$ cat config.mk
export PLATFORM = sky130hd
export DESIGN_NAME = uart_apb_initiator
export DESIGN_NICKNAME = d
export VERILOG_FILES = /design/src/rtl/uart_apb_initiator.sv
export SDC_FILE = /design/constraint.sdc
export NUM_CORES = 1
export LEC_CHECK = 0
export ABC_AREA = 1
export CAP_MARGIN = 20
export CORE_ASPECT_RATIO = 0.75
export CORE_UTILIZATION = 35
export CTS_CLUSTER_DIAMETER = 100
export DETAILED_ROUTE_END_ITERATION = 6
export GPL_TIMING_DRIVEN = 0
export PLACE_DENSITY = 0.68
export SLEW_MARGIN = 40
export SYNTH_ARGS = -nofsm -noshare
export SYNTH_HDL_FRONTEND = slang
export SYNTH_SLANG_ARGS = --single-unit
$ cat constraint.sdc
create_clock -name i_apb_pclk -period 1.9 [get_ports i_apb_pclk]
set_input_delay 0.285 -clock i_apb_pclk [delete_from_list [all_inputs] [get_ports i_apb_pclk]]
set_output_delay 0.285 -clock i_apb_pclk [all_outputs]
set_load 0.02 [all_outputs]
$ cat src/rtl/uart_apb_initiator.sv
// uart_apb_initiator: turns a valid/ready request stream into single APB3 transfers with a response channel.
// Optional ACCESS-phase timeout is built when UART_APB_INITIATOR_TIMEOUT_EN is defined.
module uart_apb_initiator #(
    parameter int APB_ADDR_WIDTH = 32,
    parameter int APB_DATA_WIDTH = 32,
    parameter int TIMEOUT_CYCLES = 256
) (
    input  logic                      i_apb_pclk,
    input  logic                      i_apb_presetn,
    input  logic                      i_req_valid,
    output logic                      o_req_ready,
    input  logic                      i_req_write,
    input  logic [APB_ADDR_WIDTH-1:0] i_req_addr,
    input  logic [APB_DATA_WIDTH-1:0] i_req_wdata,
    output logic                      o_rsp_valid,
    input  logic                      i_rsp_ready,
    output logic [APB_DATA_WIDTH-1:0] o_rsp_rdata,
    output logic                      o_rsp_err,
    output logic                      o_rsp_timeout,
    output logic [APB_ADDR_WIDTH-1:0] o_apb_paddr,
    output logic [APB_DATA_WIDTH-1:0] o_apb_pwdata,
    output logic                      o_apb_pwrite,
    output logic                      o_apb_psel,
    output logic                      o_apb_penable,
    input  logic                      i_apb_pready,
    input  logic [APB_DATA_WIDTH-1:0] i_apb_prdata,
    input  logic                      i_apb_pslverr,
    output logic                      o_busy,
    output logic [7:0]                o_err_cnt
);
    typedef enum logic [1:0] {IDLE, SETUP, ACCESS, RESP} state_t;

    state_t                    state_q, state_d;
    logic [APB_ADDR_WIDTH-1:0] paddr_q, paddr_d;
    logic [APB_DATA_WIDTH-1:0] pwdata_q, pwdata_d, rdata_q, rdata_d;
    logic                      pwrite_q, pwrite_d, err_q, err_d;
    logic [7:0]                err_cnt_q, err_cnt_d;
    logic                      accept, expire, finish;

    if (TIMEOUT_CYCLES < 2) begin : g_bad_timeout
        $error("uart_apb_initiator: TIMEOUT_CYCLES must be >= 2");
    end

    assign accept = (state_q == IDLE) && i_req_valid;
    assign finish = (state_q == ACCESS) && (i_apb_pready || expire);

`ifdef UART_APB_INITIATOR_TIMEOUT_EN
    localparam int CW = $clog2(TIMEOUT_CYCLES);

    logic [CW-1:0] cnt_q, cnt_d;
    logic          tmo_q, tmo_d;

    // pready in the expiry cycle wins, so expiry requires pready low
    assign expire        = (state_q == ACCESS) && !i_apb_pready && (cnt_q == CW'(TIMEOUT_CYCLES - 1));
    assign cnt_d         = accept ? '0 : ((state_q == ACCESS) && !i_apb_pready) ? cnt_q + 1'b1 : cnt_q;
    assign tmo_d         = finish ? !i_apb_pready : tmo_q;
    assign o_rsp_timeout = tmo_q;

    always_ff @(posedge i_apb_pclk or negedge i_apb_presetn) begin
        if (!i_apb_presetn) begin
            cnt_q <= '0;
            tmo_q <= 1'b0;
        end else begin
            cnt_q <= cnt_d;
            tmo_q <= tmo_d;
        end
    end
`else
    assign expire        = 1'b0;
    assign o_rsp_timeout = 1'b0;
`endif

    always_ff @(posedge i_apb_pclk or negedge i_apb_presetn) begin
        if (!i_apb_presetn) state_q <= IDLE;
        else                state_q <= state_d;
    end

    always_comb begin
        state_d = state_q;
        case (state_q)
            IDLE:    state_d = i_req_valid ? SETUP : IDLE;
            SETUP:   state_d = ACCESS;
            ACCESS:  state_d = finish ? RESP : ACCESS;
            RESP:    state_d = i_rsp_ready ? IDLE : RESP;
            default: state_d = IDLE;
        endcase
    end

    // ready is gated by reset so every output reads 0 while reset is held
    always_comb begin
        o_req_ready   = i_apb_presetn && (state_q == IDLE);
        o_apb_psel    = (state_q == SETUP) || (state_q == ACCESS);
        o_apb_penable = state_q == ACCESS;
        o_rsp_valid   = state_q == RESP;
        o_busy        = state_q != IDLE;
    end

    always_comb begin
        paddr_d   = accept ? i_req_addr : paddr_q;
        pwdata_d  = accept ? i_req_wdata : pwdata_q;
        pwrite_d  = accept ? i_req_write : pwrite_q;
        rdata_d   = finish ? ((i_apb_pready && !pwrite_q) ? i_apb_prdata : '0) : rdata_q;
        err_d     = finish ? (!i_apb_pready || i_apb_pslverr) : err_q;
        err_cnt_d = (finish && err_d && (err_cnt_q != 8'hFF)) ? err_cnt_q + 8'd1 : err_cnt_q;
    end

    always_ff @(posedge i_apb_pclk or negedge i_apb_presetn) begin
        if (!i_apb_presetn) begin
            paddr_q   <= '0;
            pwdata_q  <= '0;
            pwrite_q  <= 1'b0;
            rdata_q   <= '0;
            err_q     <= 1'b0;
            err_cnt_q <= 8'd0;
        end else begin
            paddr_q   <= paddr_d;
            pwdata_q  <= pwdata_d;
            pwrite_q  <= pwrite_d;
            rdata_q   <= rdata_d;
            err_q     <= err_d;
            err_cnt_q <= err_cnt_d;
        end
    end

    assign o_apb_paddr  = paddr_q;
    assign o_apb_pwdata = pwdata_q;
    assign o_apb_pwrite = pwrite_q;
    assign o_rsp_rdata  = rdata_q;
    assign o_rsp_err    = err_q;
    assign o_err_cnt    = err_cnt_q;
endmodule
==> impl_metrics.tcl, run 1 <==
set metrics [dict create \
    run_status "complete, but fails checks" \
    violations "hold timing" \
    drcViolationCount 0 \
    die_h_um 99.78 \
    final_max_slew_viol_count 0 \
    path_clk_slew_ns 0.07 \
    reg2reg_from "state_q[1]" \
    critPathLaunchType "register" \
    reg2reg_slack_ns 0.28 \
    path_max_fanout 4 \
    via_per_inst 4.523 \
    synthesis.area_um2 4462 \
    power.share.clock_pct 15.8 \
    layout_common_cells "clkdlybuf4s50_1, dfrtp_1, nand2_1" \
    numPortBuffers 213 \
    yosysWarnings 0 \
    final_nets 700 \
    p_leak_nw 3.223 \
    ys_top_cells_by_area "dfrtp_1, mux2_4, nand2_1, mux2_2, o21ai_0" \
    skew_ns 0.007451 \
    max_freq_mhz 574.2 \
    wl_um 11360 \
    postSynthAreaPerCell_um2 12.16 \
    antenna_found_initial 0 \
    clk_path_buf_depth 2 \
    vias 3451 \
    fin_area_um2 7128 \
    intPower_mw 7.598 \
    grt_max_degree 58 \
    ios 215 \
    ant_nets 0 \
    required_ns 1.62 \
    hpwl_um 8635 \
    fin_ws_ns 0.1585 \
    rows 35 \
    core_area_um2 12350 \
    finalCritPeriodShare_pct 91.66 \
    hold_class "input port to asynchronous set/reset pin" \
    powerDensity_nw_per_um2 1672 \
    antennaDiodeCount 0 \
    power_frac_seq_pct 33.1 \
    first_global_vias 3587 \
    hold_violations 55 \
    htree_num_levels 3 \
    power.total_mw 11.92 \
    pre_cts_slack_ns 0.1147 \
    gp_congestion 0.8112 \
    first_iter_violations 85 \
    critical_path_class "register to primary output" \
    fp.dieW_um 132.4 \
    dr.pass1.iters 4 \
    layout_commonest_cell "clkdlybuf4s50_1" \
    power.switching_mw 4.318 \
    fin_util_pct 57.72 \
    max-cap-violations 0 \
    arrival_ns 1.46 \
    layout.cells.non_filler 763 \
    finalSetupViolCount 0 \
    dp_cells 747 \
    grt_first_pass_wirelength_um 18130 \
    r2r_cells 6 \
    ir_drop_uv 744.8 \
    rsz0062_at_grt "false" \
    drive_gt1_share_pct 15.91 \
    grt.total_usage_pct 17.48 \
    wl_per_cell_um 14.88 \
    period_needed_ns 1.742 \
    postSynthCellCount 367 \
    ys_seq_elements 108 \
    cts_buffers 9 \
    switching_share_pct 36.24 \
    cts_tree "done" \
    yosysSeqAreaShare_pct 60.57 \
    timing.rr.end "o_apb_pwdata[4]" \
    synth.distinct_cells 21 \
    holdWs_ns -0.1473 \
    placed_area_um2 6834 \
    cts_root_buf "clkbuf_16" \
    cp-end-kind "primary output" \
    die_area_um2 13210 \
    synthToLayoutAreaGrowth_pct 59.76 \
    syn-num-nets 475 \
    numClockSinks 108 \
    initial_core_util_pct 36.13 \
    synthDominantCellAreaShare_pct 60.57 \
    clkLatencyLatePin_ns 0.34 \
    tns_ns 0 \
    synth_top_area_cell "dfrtp_1" \
    overflow 0 \
    p_comb_share_pct 51.1 \
]
cell families (layout without fill, tap and decap cells):
logic type | after synthesis | count (layout) | synth area share (%)
buffers and inverters | 35 | 265 | 4.066
AND/OR/NAND/NOR | 114 | 114 | 9.871
multiplexers | 64 | 64 | 19.35
adder cells (fa/ha/maj) | 5 | 5 | 1.402
AO/OA/AOI/OAI | 39 | 39 | 4.459
flip-flops | 108 | 108 | 60.57
other | 1 | 1 | 0.08405
XOR/XNOR | 1 | 1 | 0.1963
worst max path at each step:
stage | depth (start not counted) | endpoint | startpoint | slack [ns]
floorplan | 7 | o_err_cnt[5] | state_q[0] | 0.43
global placement | 4 | o_req_ready | i_apb_presetn | -3.76
detailed placement | 4 | o_req_ready | i_apb_presetn | 0.11
CTS | 5 | o_req_ready | state_q[1] | 0.005
global route | 3 | o_apb_penable | state_q[0] | 0.03
finish | 3 | o_apb_penable | state_q[0] | 0.16
per-layer routing:
metal  track usage, %  wire length (um)
met5                0                 0
met4            4.863               195
met2            27.94              5317
met3            6.162               767
met1            22.57              5076
area by class of cell:
cell class              instances  area [um2]
multi-input cells             224        1578
clock buffers                  10       229.0
clock inverters                 6       71.32
inverters                      17       63.81
repair buffers                214        2158
well taps                     166       207.7
fillers                      1059        5221
plain buffers                  18       117.6
flip-flops and latches        108        2703
registers in the layout, summed over array words and instances, names as in the netlist:
name,count
o_apb_pwdata,32
o_apb_pwrite,1
o_err_cnt,8
state_q,2
o_rsp_err,1
o_rsp_rdata,32
o_apb_paddr,32
power groups by stage:
stage | clock [mW] | combinational [mW] | sequential, mW
floorplan | 0 | 2.03 | 5.18
global placement | 0 | 6.11 | 3.91
detailed placement | 0 | 6.17 | 3.97
CTS | 1.95 | 6.17 | 3.95
global route | 2.03 | 6.46 | 4.07
finish | 1.89 | 6.09 | 3.94
cell usage after synthesis:
library cell / number
nand2_1: 98
inv_1: 17
dfrtp_1: 108
nor2_1: 9
mux2_4: 38
ha_1: 5
mux2_2: 26
o21ai_0: 36
a31oi_1: 1
clkbuf_1: 2
xnor2_1: 1
buf_6: 5
a22oi_1: 1
conb_1: 1
buf_4: 1
buf_2: 7
nand4_1: 1
nand3b_1: 1
nand3_1: 5
buf_1: 3
a21oi_1: 1
what timing repair did:
item,in CTS,in global routing
setup endpoints to repair,4,2
pin swaps,0,0
setup buffers,0,0
hold endpoints to repair,55,55
resized for setup,4,3
worst max-delay path: stages (launching register included):
cell and delay [ns]:
dfrtp_1 0.38, inv_1 0.12, ha_1 0.25, dlygate4sd2_1 0.36
No activity file was read; power rests on OpenSTA's default activity.
==> inputs of run 2 (changes only) <==
--- a/config.mk
+++ b/config.mk
@@ -10,7 +10,9 @@
 export CORE_ASPECT_RATIO = 0.75
 export CORE_UTILIZATION = 35
 export CTS_CLUSTER_DIAMETER = 100
+export CTS_CLUSTER_SIZE = 16
 export DETAILED_ROUTE_END_ITERATION = 6
+export GPL_ROUTABILITY_DRIVEN = 0
 export GPL_TIMING_DRIVEN = 0
 export PLACE_DENSITY = 0.68
 export SLEW_MARGIN = 40
==> results of run 2 <==
The final DEF is identical to that of run 1; final timing and power are the same.
==> inputs of run 3 (changes only) <==
--- a/config.mk
+++ b/config.mk
@@ -9,7 +9,7 @@
 export CAP_MARGIN = 20
 export CORE_ASPECT_RATIO = 0.75
 export CORE_UTILIZATION = 35
-export CTS_CLUSTER_DIAMETER = 100
+export CTS_CLUSTER_DIAMETER = 40
 export CTS_CLUSTER_SIZE = 16
 export DETAILED_ROUTE_END_ITERATION = 6
 export GPL_ROUTABILITY_DRIVEN = 0
==> results of run 3 <==
The final DEF is identical to that of run 1; final timing and power are the same.
